File: config.mk
export PLATFORM = sky130hd
export DESIGN_NAME = line_unpacker_512to256
export DESIGN_NICKNAME = d
export VERILOG_FILES = /design/src/rtl/line_unpacker_512to256_pkg.sv /design/src/rtl/line_unpacker_512to256.sv
export SDC_FILE = /design/constraint.sdc
export NUM_CORES = 1
export LEC_CHECK = 0
export BUFFER_PORTS_ARGS = -buffer_cell sky130_fd_sc_hd__buf_2
export CAP_MARGIN = 20
export CORE_AREA = 2 2 306 308
export CTS_CLUSTER_DIAMETER = 50
export DETAILED_ROUTE_END_ITERATION = 6
export DIE_AREA = 0 0 308 310
export GPL_TIMING_DRIVEN = 0
export HOLD_SLACK_MARGIN = 0.02
export PLACE_DENSITY = 0.43
export SYNTH_ARGS = -nofsm -noshare
export SYNTH_HDL_FRONTEND = slang
export SYNTH_SLANG_ARGS = --single-unit
File: constraint.sdc
create_clock -name clk -period 31.9 [get_ports clk]
set_input_delay 1.595 -clock clk [delete_from_list [all_inputs] [get_ports clk]]
set_output_delay 1.595 -clock clk [all_outputs]
set_load 0.005 [all_outputs]
File: src/rtl/line_unpacker_512to256_pkg.sv
// Widths shared by the 256->512 line-assembly path and the 512->256 unpacker.
// Both ends use the same slice order: the first word of a line lives in the top slice.
package line_unpacker_512to256_pkg;

   localparam int LU_IN_WIDTH  = 512;
   localparam int LU_OUT_WIDTH = 256;
   localparam int LU_RATIO     = LU_IN_WIDTH / LU_OUT_WIDTH;
   localparam int LU_CNT_W     = $clog2(LU_RATIO);

   // Bit index of the MSB of slice k inside a line; slice 0 is the first word on the wire.
   function automatic int slice_msb(input int line_w, input int beat_w, input int k);
      return line_w - 1 - k * beat_w;
   endfunction

endpackage

File: src/rtl/line_unpacker_512to256.sv
// Line-to-beat width down-converter: each held line is emitted as up to RATIO narrow
// beats, top slice first, with valid/ready on both sides and no bubble between lines.
module line_unpacker_512to256
   import line_unpacker_512to256_pkg::*;
#(
   parameter int  IN_WIDTH  = LU_IN_WIDTH,
   parameter int  OUT_WIDTH = LU_OUT_WIDTH,
   localparam int RATIO     = IN_WIDTH / OUT_WIDTH,
   localparam int CNT_W     = $clog2(RATIO)
) (
   input  logic                 clk,
   input  logic                 reset,
   input  logic                 in_valid,
   output logic                 in_ready,
   input  logic [IN_WIDTH-1:0]  in_data,
   input  logic [CNT_W-1:0]     in_nbeats_m1,
   input  logic                 in_last,
   output logic                 out_valid,
   input  logic                 out_ready,
   output logic [OUT_WIDTH-1:0] out_data,
   output logic                 out_last
);

   localparam logic [CNT_W-1:0] MAX_BEAT = CNT_W'(RATIO - 1);

   logic [IN_WIDTH-1:0] hold_data_q, hold_data_d;
   logic [CNT_W-1:0]    hold_nbm1_q, hold_nbm1_d;
   logic                hold_last_q, hold_last_d;
   logic                full_q, full_d;
   logic [CNT_W-1:0]    beat_q, beat_d;

   logic out_fire;
   logic last_beat;
   logic accept;

   always_ff @(posedge clk or posedge reset) begin
      if (reset) begin
         hold_data_q <= '0;
         hold_nbm1_q <= '0;
         hold_last_q <= 1'b0;
         full_q      <= 1'b0;
         beat_q      <= '0;
      end else begin
         hold_data_q <= hold_data_d;
         hold_nbm1_q <= hold_nbm1_d;
         hold_last_q <= hold_last_d;
         full_q      <= full_d;
         beat_q      <= beat_d;
      end
   end

   always_comb begin
      out_fire  = full_q & out_ready;
      last_beat = (beat_q == hold_nbm1_q);
      // A line may enter on the same cycle the previous one hands over its final beat.
      in_ready  = ~full_q | (out_fire & last_beat);
      accept    = in_valid & in_ready;

      hold_data_d = hold_data_q;
      hold_nbm1_d = hold_nbm1_q;
      hold_last_d = hold_last_q;
      full_d      = full_q;
      beat_d      = beat_q;

      if (out_fire) begin
         if (last_beat) begin
            full_d = 1'b0;
         end else begin
            beat_d = beat_q + 1'b1;
         end
      end

      if (accept) begin
         hold_data_d = in_data;
         // Out-of-range counts (possible when RATIO is not a power of two) saturate.
         hold_nbm1_d = (in_nbeats_m1 > MAX_BEAT) ? MAX_BEAT : in_nbeats_m1;
         hold_last_d = in_last;
         full_d      = 1'b1;
         beat_d      = '0;
      end
   end

   always_comb begin
      out_valid = full_q;
      out_last  = hold_last_q & last_beat;
      out_data  = '0;
      for (int k = 0; k < RATIO; k++) begin
         if (beat_q == CNT_W'(k)) begin
            out_data = hold_data_q[slice_msb(IN_WIDTH, OUT_WIDTH, k) -: OUT_WIDTH];
         end
      end
   end

endmodule

==> results of run 1 <==
==> sequential cells by signal (all words and copies together), names as in the netlist <==
name,count
beat_q,1
hold_last_q,1
hold_data_q,512
out_valid,1
hold_nbm1_q,1
==> worst max-delay path: cells and delay by family (launching register included) <==
| family | cells | cell delay [ps] |
|---|---|---|
| buffers and inverters | 4 | 1800 |
| DFF | 1 | 310 |
| muxes | 1 | 400 |
==> power by group <==
| part | switching (W) | leakage, nW | internal (W) |
|---|---|---|---|
| logic | 0.000571 | 6.39 | 0.000767 |
| clock network | 0.000336 | 1.43 | 0.000622 |
| registers | 0.000158 | 6.02 | 0.000993 |
| total | 0.00106 | 13.8 | 0.00238 |
==> logic make-up (layout without fill, tap and decap cells) <==
family / after synthesis / in the layout / share of synthesized area [%]
mux: 770 / 770 / 38.95
other cells: 0 / 26 / 0
flops: 516 / 516 / 58.01
xor+xnor: 1 / 1 / 0.03936
compound gates: 7 / 7 / 0.2417
simple gates: 7 / 7 / 0.1518
buf+inv: 89 / 1020 / 2.608
==> routing by layer <==
layer	part of all wire [%]	vias to the layer above	routed length [um]	GRT usage [%]
met5	0.41	-	310	0
met4	2.9	48	2180	6.149
met3	8.2	166	6171	6.123
met2	53	502	39990	27.48
met1	36	7578	27020	15.93
li1	-	6785	-	-
==> area by class of cell <==
type	instances	share of cell area (%)
antenna	26	0.2113
buffer	85	1.837
clock buffer	98	7.368
clock inverter	52	2.207
inverter	4	0.07316
multi-input combinational	785	28.47
sequential	516	41.94
tap	1197	4.865
timing repair buffer	781	13.02
==> through the flow <==
step	total power, W	worst slack (ps)	hold slack, ps
finish	0.003447	27140	498.0
global route	0.003665	26830	509.9
CTS	0.003521	26890	502.0
detailed placement	0.002535	27590	489.7
global placement	0.002504	9622	483.1
floorplan	0.001964	15890	474.9
==> final timing paths <==
path,from,to
min in group asynchronous,reset,hold_data_q[391]
worst min register to register,hold_data_q[152],hold_data_q[152]
max in group asynchronous,reset,hold_data_q[339]
worst max-delay path,beat_q,out_data[148]
worst min-delay path,hold_data_q[152],hold_data_q[152]
worst max register to register,beat_q,hold_data_q[40]
==> cell usage in the layout, fill, tap and decap left out, drive strengths merged <==
| cell type | n |
|---|---|
| clkinvlp | 11 |
| mux2i | 1 |
| a21oi | 2 |
| bufinv | 14 |
| a211oi | 1 |
| buf | 843 |
| o21ai | 3 |
| nand2 | 3 |
| nand2b | 3 |
| clkinv | 21 |
| nor2 | 1 |
| dfrtp | 516 |
| a32o | 1 |
| diode | 26 |
| xor2 | 1 |
| mux2 | 769 |
| inv | 10 |
| clkbuf | 121 |
==> impl_metrics.yaml, run 1 <==
detailed_routing:
  wl_um: 75670
  route.detailed.drc: 0
  postRouteAntennaNets: 0
  drt-wirelength-per-cell_um: 21.35
  route.vias.total: 15080
  drt-pass1-iter-count: 4
  via_per_inst: 4.255
  initialDrtViolationCount: 474
synth:
  synth.distinct_cells: 18
  syn_avg_cell_area_um2: 16.01
  seq_area_frac_synth_pct: 58.01
  synth_seq_cells: 516
  synth_edf_count: 0
  synthFlopType: "dfrtp_1"
  yosysTopAreaCell: "dfrtp_1"
  syn_inst: 1390
  syn_area_mm2: 0.02226
  yosys_warnings: 0
  synth_nets: 1908
  yosys-top-cells-area: "dfrtp_1 (58%), mux2_2 (39%), buf_4 (1.4%)"
  ys_top_cells_by_count: "mux2_2 (769), dfrtp_1 (516), buf_4 (41), clkbuf_1 (23), buf_6 (11)"
  synth.most_common_cell: "mux2_2"
  synth_top_area_share_pct: 58.01
  ys_async_sr_fraction_pct: 100.0
cells_and_area:
  fin_area_mm2: 0.03079
  nFillCells: 9292
  multiInputGateArea_mm2: 0.008766
  regArea_mm2: 0.01291
  fin_nets: 2777
  area_growth_pct: 38.31
  final_cells: 3544
  drive_above_1_share_pct: 75.66
  fin_util_pct: 33.29
critical_path:
  r2r_cells: 6
  startpoint_type: "register"
  reg2reg_slack_ps: 29420
  critPathSlowestCell: "clkbuf_1"
  cp_max_fo: 10
  crit_type: "reg2out"
  crit_chain: "buf_2 > clkbuf_1 > clkbuf_1 > mux2_2 > buf_2"
  cp-end-kind: "output pin"
  worstPathRequired_ps: 30310
  cp.arrival_ps: 3160
  slowest_delay_ps: 740
timing:
  setup_tns_ps: 0
  max_freq_ghz: 0.2101
  finClkSkew_ps: 15.14
  grt_setup_unrepaired: "no"
  maxSlewHeadroom_pct: 37.82
  hold_violations: 0
  fin_crit_sh_pct: 14.92
  slew_violations: 0
  min_period_ps: 4759
  setup_viol: 0
  worst_pin_slew_ps: 932.8
die:
  ios: 777
  fp-row-count: 112
  dieWidth_um: 308
  core_area_mm2: 0.09249
  die_h_um: 310
  initial_utilization_pct: 24.07
  dieArea_mm2: 0.09548
placed_design:
  globalplace.congestion: 0.7665
  portBuffers: 776
  place_area_mm2: 0.02777
  dp.cells: 3368
  hpwl_um: 57870
global_routing:
  grt_usage_pct: 15.32
  first_global_vias: 16620
  grt_max_degree: 124
  antenna_found_initial: 49
  grt_pass1_wl_um: 108400
  globalRoute.totalOverflow: 0
clock_tree:
  htree_levels: 3
  cts_tree: "yes"
  cts_setup_buffers: 0
  clk_latency_ps: 640
  cts_hold_buf: 0
  clock_sinks: 516
  ctsRootBufferMaster: "clkbuf_16"
  numCtsBuffers: 86
  clockBufferDepth: 3
  cts_resized: 0
  clkSlewWorstSetupHoldPaths_ps: 50
min_path:
  hold_class: "reg2reg"
  holdPathStages: 1
flow_run:
  cap_violations: 0
power:
  ir_worst_vdd_v: 0.00005138
  power.density_mw_per_mm2: 112.0
  p_leak_nw: 13.84
status:
  status: "completed"
No activity file was read; power rests on OpenSTA's default activity.
==> run 2: changes to the inputs <==
==> constraint.sdc (replaced) <==
create_clock -name clk -period 4.4 [get_ports clk]
set_input_delay 0.22 -clock clk [delete_from_list [all_inputs] [get_ports clk]]
set_output_delay 0.22 -clock clk [all_outputs]
set_load 0.005 [all_outputs]
==> run 2 against run 1 <==
  * Power increased to 7.3 times the previous value
  * Worst hold slack worse by 220 ps
  * Setup slack worse by 26000 ps
  * Critical path type unchanged
  * Register-to-register slack worse by 27000 ps
  * Sequential share of layout area is 6.0 points lower
  * Largest power group unchanged
  * Global-route usage rose by 0.78 points
  * Clock skew is 2.6 ps lower
==> impl_metrics.yaml, run 2 (same netlist as run 1, synthesis figures left out) <==
timing:
  grt_setup_unrepaired: "no"
  max_freq_ghz: 0.2868
  maxSlewHeadroom_pct: 34.55
  hold_violations: 0
  min_period_ps: 3487
  slew_violations: 0
  worst_pin_slew_ps: 981.8
  finClkSkew_ps: 12.58
  setup_viol: 0
  fin_ws_ps: 913.3
  fin_crit_sh_pct: 79.24
cells_and_area:
  fin_nets: 3300
  fin_util_pct: 38.87
  drive_above_1_share_pct: 61.91
  area_growth_pct: 61.49
  nFillCells: 8875
  regArea_mm2: 0.01291
  layout_common_cells: "buf_2 (784), mux2_2 (769), dlygate4sd3_1 (518)"
  final_common_cell: "buf_2"
  largest_reg_flops: 512
  fin_area_mm2: 0.03595
  largest_register: "hold_data_q"
  multiInputGateArea_mm2: 0.008766
clock_tree:
  clk_latency_ps: 620
  clockBufferDepth: 3
  cts_setup_buffers: 0
  cts_tree: "yes"
  ctsRootBufferMaster: "clkbuf_16"
  htree_levels: 3
  clkSlewWorstSetupHoldPaths_ps: 50
  numCtsBuffers: 81
  clock_sinks: 516
die:
  core_area_mm2: 0.09249
  fp-row-count: 112
  ios: 777
  die_h_um: 310
  initial_utilization_pct: 24.07
  dieWidth_um: 308
  dieArea_mm2: 0.09548
critical_path:
  r2r_cells: 6
  worstPathRequired_ps: 4180
  cp_max_fo: 10
  rr_startpoint: "beat_q"
  r2r_end: "hold_data_q[32]"
  startpoint_type: "register"
  reg2reg_slack_ps: 1950
  cp.arrival_ps: 3270
  crit_type: "reg2out"
  cp-end-kind: "output pin"
power:
  power.density_mw_per_mm2: 699.6
  power_w: 0.02515
  p_leak_nw: 16.02
  ir_worst_vdd_v: 0.0003932
global_routing:
  grt_max_degree: 41
  globalRoute.totalOverflow: 0
  antenna_found_initial: 4
  grt_pass1_wl_um: 116700
  first_global_vias: 19320
  grt_usage_pct: 16.10
detailed_routing:
  via_per_inst: 4.194
  route.vias.total: 16970
  postRouteAntennaNets: 0
  drt-pass1-iter-count: 4
  route.detailed.drc: 0
  wl_um: 78800
  drt-wirelength-per-cell_um: 19.48
  initialDrtViolationCount: 422
flow_run:
  cap_violations: 0
placed_design:
  place_ws_ps: 1302
  portBuffers: 776
  place_area_mm2: 0.02794
  hpwl_um: 59630
  globalplace.congestion: 0.7883
min_path:
  hold_class: "in2async"
status:
  status: "completed"
## run 2: final cells by class
| cell class | instances | share of cell area, % |
|---|---|---|
| timing repair buffer | 1309 | 26.06 |
| inverter | 4 | 0.05221 |
| clock inverter | 45 | 1.441 |
| clock buffer | 102 | 6.373 |
| antenna | 3 | 0.02088 |
| buffer | 85 | 1.573 |
| multi-input combinational | 785 | 24.39 |
| sequential | 516 | 35.92 |
| tap | 1197 | 4.167 |
## run 2: how the worst max path moves through the flow
stage	slack, ps	endpoint	from	depth (start not counted)
finish	910	out_data[49]	beat_q	5
floorplan	-2830	beat_q	reset	1
CTS	590	out_data[49]	beat_q	5
global placement	-6210	hold_data_q[331]	reset	2
detailed placement	1300	out_data[49]	beat_q	5
global route	660	out_data[49]	beat_q	5
## run 2: metrics by stage
| step | TNS [ps] | hold slack [ps] | std cells |
|---|---|---|---|
| 4_1_cts | 0 | 254.9 | 4043 |
| 3_3_place_gp | -3145700 | 452.4 | 3363 |
| 2_1_floorplan | -1459390 | 323.0 | 1390 |
| 6_report | 0 | 282.9 | 4046 |
| 5_1_grt | 0 | 302.3 | 4044 |
| 3_5_place_dp | 0 | 407.8 | 3378 |
## run 2: where the power goes
| group | switching (W) | internal, W |
|---|---|---|
| clock network | 0.00240 | 0.00423 |
| logic | 0.00425 | 0.00587 |
| registers | 0.00119 | 0.00720 |
## run 2: routing by layer
| layer | share of wire [%] | GRT usage [%] |
|---|---|---|
| met2 | 52 | 29.43 |
| met5 | 0.034 | 0 |
| met1 | 39 | 18.08 |
| met3 | 5.7 | 4.345 |
| met4 | 2.9 | 5.218 |
## run 2: timing repair
| action | 4_1_cts | 5_1_grt |
|---|---|---|
| hold buffers | 518 | 0 |
| endpoints found under the hold margin | 543 | 0 |
| endpoints found under the setup margin | 0 | 0 |
| gates resized for setup | 0 | 0 |
## run 2: critical path: stages (launching register included)
cell	delay [ps]
dfrtp_1	310
buf_2	270
clkbuf_1	770
clkbuf_1	720
mux2_2	410
buf_2	150
==> run 3: changes to the inputs <==
--- a/config.mk
+++ b/config.mk
@@ -5,15 +5,16 @@
 export SDC_FILE = /design/constraint.sdc
 export NUM_CORES = 1
 export LEC_CHECK = 0
+export ABC_AREA = 1
 export BUFFER_PORTS_ARGS = -buffer_cell sky130_fd_sc_hd__buf_2
 export CAP_MARGIN = 20
-export CORE_AREA = 2 2 306 308
+export CORE_AREA = 2 2 305 307
 export CTS_CLUSTER_DIAMETER = 50
 export DETAILED_ROUTE_END_ITERATION = 6
-export DIE_AREA = 0 0 308 310
+export DIE_AREA = 0 0 307 309
 export GPL_TIMING_DRIVEN = 0
 export HOLD_SLACK_MARGIN = 0.02
-export PLACE_DENSITY = 0.43
+export PLACE_DENSITY = 0.46
 export SYNTH_ARGS = -nofsm -noshare
 export SYNTH_HDL_FRONTEND = slang
 export SYNTH_SLANG_ARGS = --single-unit
==> constraint.sdc (replaced) <==
create_clock -name clk -period 3.12 [get_ports clk]
set_input_delay 0.156 -clock clk [delete_from_list [all_inputs] [get_ports clk]]
set_output_delay 0.156 -clock clk [all_outputs]
set_load 0.005 [all_outputs]
==> run 3 against run 2 <==
  * Via count up 51%
  * Critical path depth is 1 higher
  * Power rose by 45%
==> impl_metrics.yaml, run 3 <==
timing:
  min_period_ps: 2898
  maxSlewHeadroom_pct: 37.70
  hold_violations: 0
  finClkSkew_ps: 30.68
  grt_setup_unrepaired: "no"
  fin_crit_sh_pct: 92.89
  fin_ws_ps: 222.0
  setup_viol: 0
  slew_violations: 0
  worst_pin_slew_ps: 934.5
  max_freq_ghz: 0.3451
synth:
  ys_top_cells_by_count: "nand2_1 (1801), dfrtp_1 (516), nand3_1 (515), buf_2 (87), clkbuf_1 (72)"
  synthSimpleGateAreaFrac_pct: 39.74
  synth_top_area_share_pct: 54.81
  synth.most_common_cell: "nand2_1"
  yosys.area_share.adder_pct: 0
  syn_avg_cell_area_um2: 7.676
  synth.distinct_cells: 17
  synthMuxAreaShare_pct: 0
  synth_compound_gate_area_share_pct: 0.06905
  synthFlopType: "dfrtp_1"
  yosys.area_share.xor_xnor_pct: 0
  seq_area_frac_synth_pct: 54.81
  synth_edf_count: 0
  yosys_warnings: 0
  syn_area_mm2: 0.02356
  yosysTopAreaCell: "dfrtp_1"
  yosys-top-cells-area: "dfrtp_1 (55%), nand2_1 (29%), nand3_1 (11%)"
  synth_nets: 3587
  syn_inst: 3069
  synth_top_family_by_area: "simple AND/OR/NAND/NOR gates"
  ys_async_sr_fraction_pct: 100.0
  synth_seq_cells: 516
power:
  power.switching_w: 0.01500
  p_leak_nw: 20.51
  power.share.combinational_pct: 41.7
  pwr-share-seq_pct: 31.8
  pwr-share-clk_pct: 26.5
  p_int_w: 0.02152
  ir_worst_vdd_v: 0.0005300
  power.density_mw_per_mm2: 976.2
  swShare_pct: 41.07
flow_run:
  cap_violations: 0
die:
  fp-row-count: 111
  dieWidth_um: 307
  die_h_um: 309
  ios: 777
  core_area_mm2: 0.09139
  initial_utilization_pct: 25.78
  dieArea_mm2: 0.09486
cells_and_area:
  fin_area_mm2: 0.03741
  largest_reg_flops: 512
  regArea_mm2: 0.01291
  nFillCells: 9580
  fin_nets: 4982
  layout_common_cells: "nand2_1 (1801), buf_2 (862), dfrtp_1 (516), dlygate4sd3_1 (516), nand3_1 (515)"
  multiInputGateArea_mm2: 0.009378
  drive_above_1_share_pct: 23.55
  largest_register: "hold_data_q"
  area_growth_pct: 58.79
  final_common_cell: "nand2_1"
  final_cells: 5734
critical_path:
  cp.arrival_ps: 2740
  cp.depth: 6
  startpoint_type: "register"
  cp-end-kind: "output pin"
  path_delay_family: "buffers and inverters"
  critical_path_buf_inv_count: 4
  slowest_delay_ps: 570
  crit_type: "reg2out"
  worstPathRequired_ps: 2960
  r2r_cells: 10
  crit_chain: "buf_4 > clkbuf_1 > buf_1 > nand2_1 > nand2_1 > buf_2"
  critPathSlowestCell: "clkbuf_1"
  crit_top_cell: "nand2_1"
  cp_max_fo: 10
detailed_routing:
  postRouteAntennaNets: 0
  drt-wirelength-per-cell_um: 19.17
  via_per_inst: 4.462
  wl_um: 109900
  route.vias.total: 25590
  route.detailed.drc: 0
  drt-pass1-iter-count: 5
  initialDrtViolationCount: 1617
clock_tree:
  clkSlewWorstSetupHoldPaths_ps: 50
  clk_latency_ps: 650
  cts_tree: "yes"
  htree_levels: 3
  clockBufferDepth: 3
  cts_setup_buffers: 0
  numCtsBuffers: 85
  clock_sinks: 516
  ctsRootBufferMaster: "clkbuf_16"
status:
  status: "completed"
placed_design:
  globalplace.congestion: 0.8718
  place_area_mm2: 0.02925
  portBuffers: 775
  place_ws_ps: 562.5
  hpwl_um: 82250
  dp.cells: 5047
global_routing:
  grt_usage_pct: 22.49
  globalRoute.totalOverflow: 0
  first_global_vias: 26380
  antenna_found_initial: 26
  grt_max_degree: 40
  grt_pass1_wl_um: 161000
min_path:
  hold_class: "in2async"
[run 3: kinds of logic (layout without fill, tap and decap cells)]
group / Yosys count / count (layout)
and+or+nand+nor: 2319 / 2319
DFF: 516 / 516
buffers and inverters: 232 / 1698
AOI/OAI and AO/OA: 2 / 2
other: 0 / 13
[run 3: final timing paths]
check                             from               end  slack, ps
hold / removal                   reset   hold_data_q[17]        120
min in group clk              in_valid  hold_data_q[218]        210
setup / recovery                beat_q     out_data[214]        220
setup reg to reg                beat_q   hold_data_q[23]        830
max in group asynchronous        reset  hold_data_q[410]        790
hold reg to reg            hold_last_q       hold_last_q        470
[run 3: what timing repair did]
item                                    4_1_cts  5_1_grt
gates resized for setup                       3        4
cloned                                        0        0
endpoints found under the hold margin       637        0
endpoints found under the setup margin       13        3
hold buffers                                516        0
[run 3: tightest hold or removal path: cells and delay by family]
kind     cells  cell delay, ps
buf+inv      3            1020
[run 3: metrics by stage]
stage	TNS, ps	util [%]	power (W)	hold slack [ps]
floorplan	-2086850	-	0.01938	300.5
global placement	-4118940	31.65	0.02637	384.7
detailed placement	0	32.01	0.02648	232.0
CTS	0	40.90	0.03693	95.38
global route	0	40.93	0.03927	139.4
finish	0	40.93	0.03652	123.5
[run 3: per-layer routing]
layer | GRT usage (%) | up-vias | share of wire (%)
li1 | - | 12450 | -
met1 | 26.02 | 12030 | 40
met2 | 39.29 | 845 | 49
met3 | 5.680 | 240 | 6.3
met4 | 9.926 | 22 | 4.4
met5 | 0 | - | 0.13
[run 3: area by class of cell]
| class | instances | share of cell area (%) |
|---|---|---|
| flip-flops and latches | 516 | 34.52 |
| repair buffers | 1308 | 25.05 |
| clock buffers | 108 | 6.131 |
| clock inverters | 50 | 1.763 |
| well taps | 1186 | 3.967 |
| diodes | 13 | 0.08697 |
| multi-input cells | 2321 | 25.07 |
| plain buffers | 228 | 3.365 |
| inverters | 4 | 0.05017 |
[run 3: power by group through the flow]
stage / combinational (W) / clock (W) / sequential, W
finish: 0.0152 / 0.00969 / 0.0116
global route: 0.0171 / 0.0102 / 0.0120
CTS: 0.0154 / 0.00992 / 0.0116
detailed placement: 0.0149 / 0 / 0.0116
global placement: 0.0147 / 0 / 0.0116
floorplan: 0.00813 / 0 / 0.0113
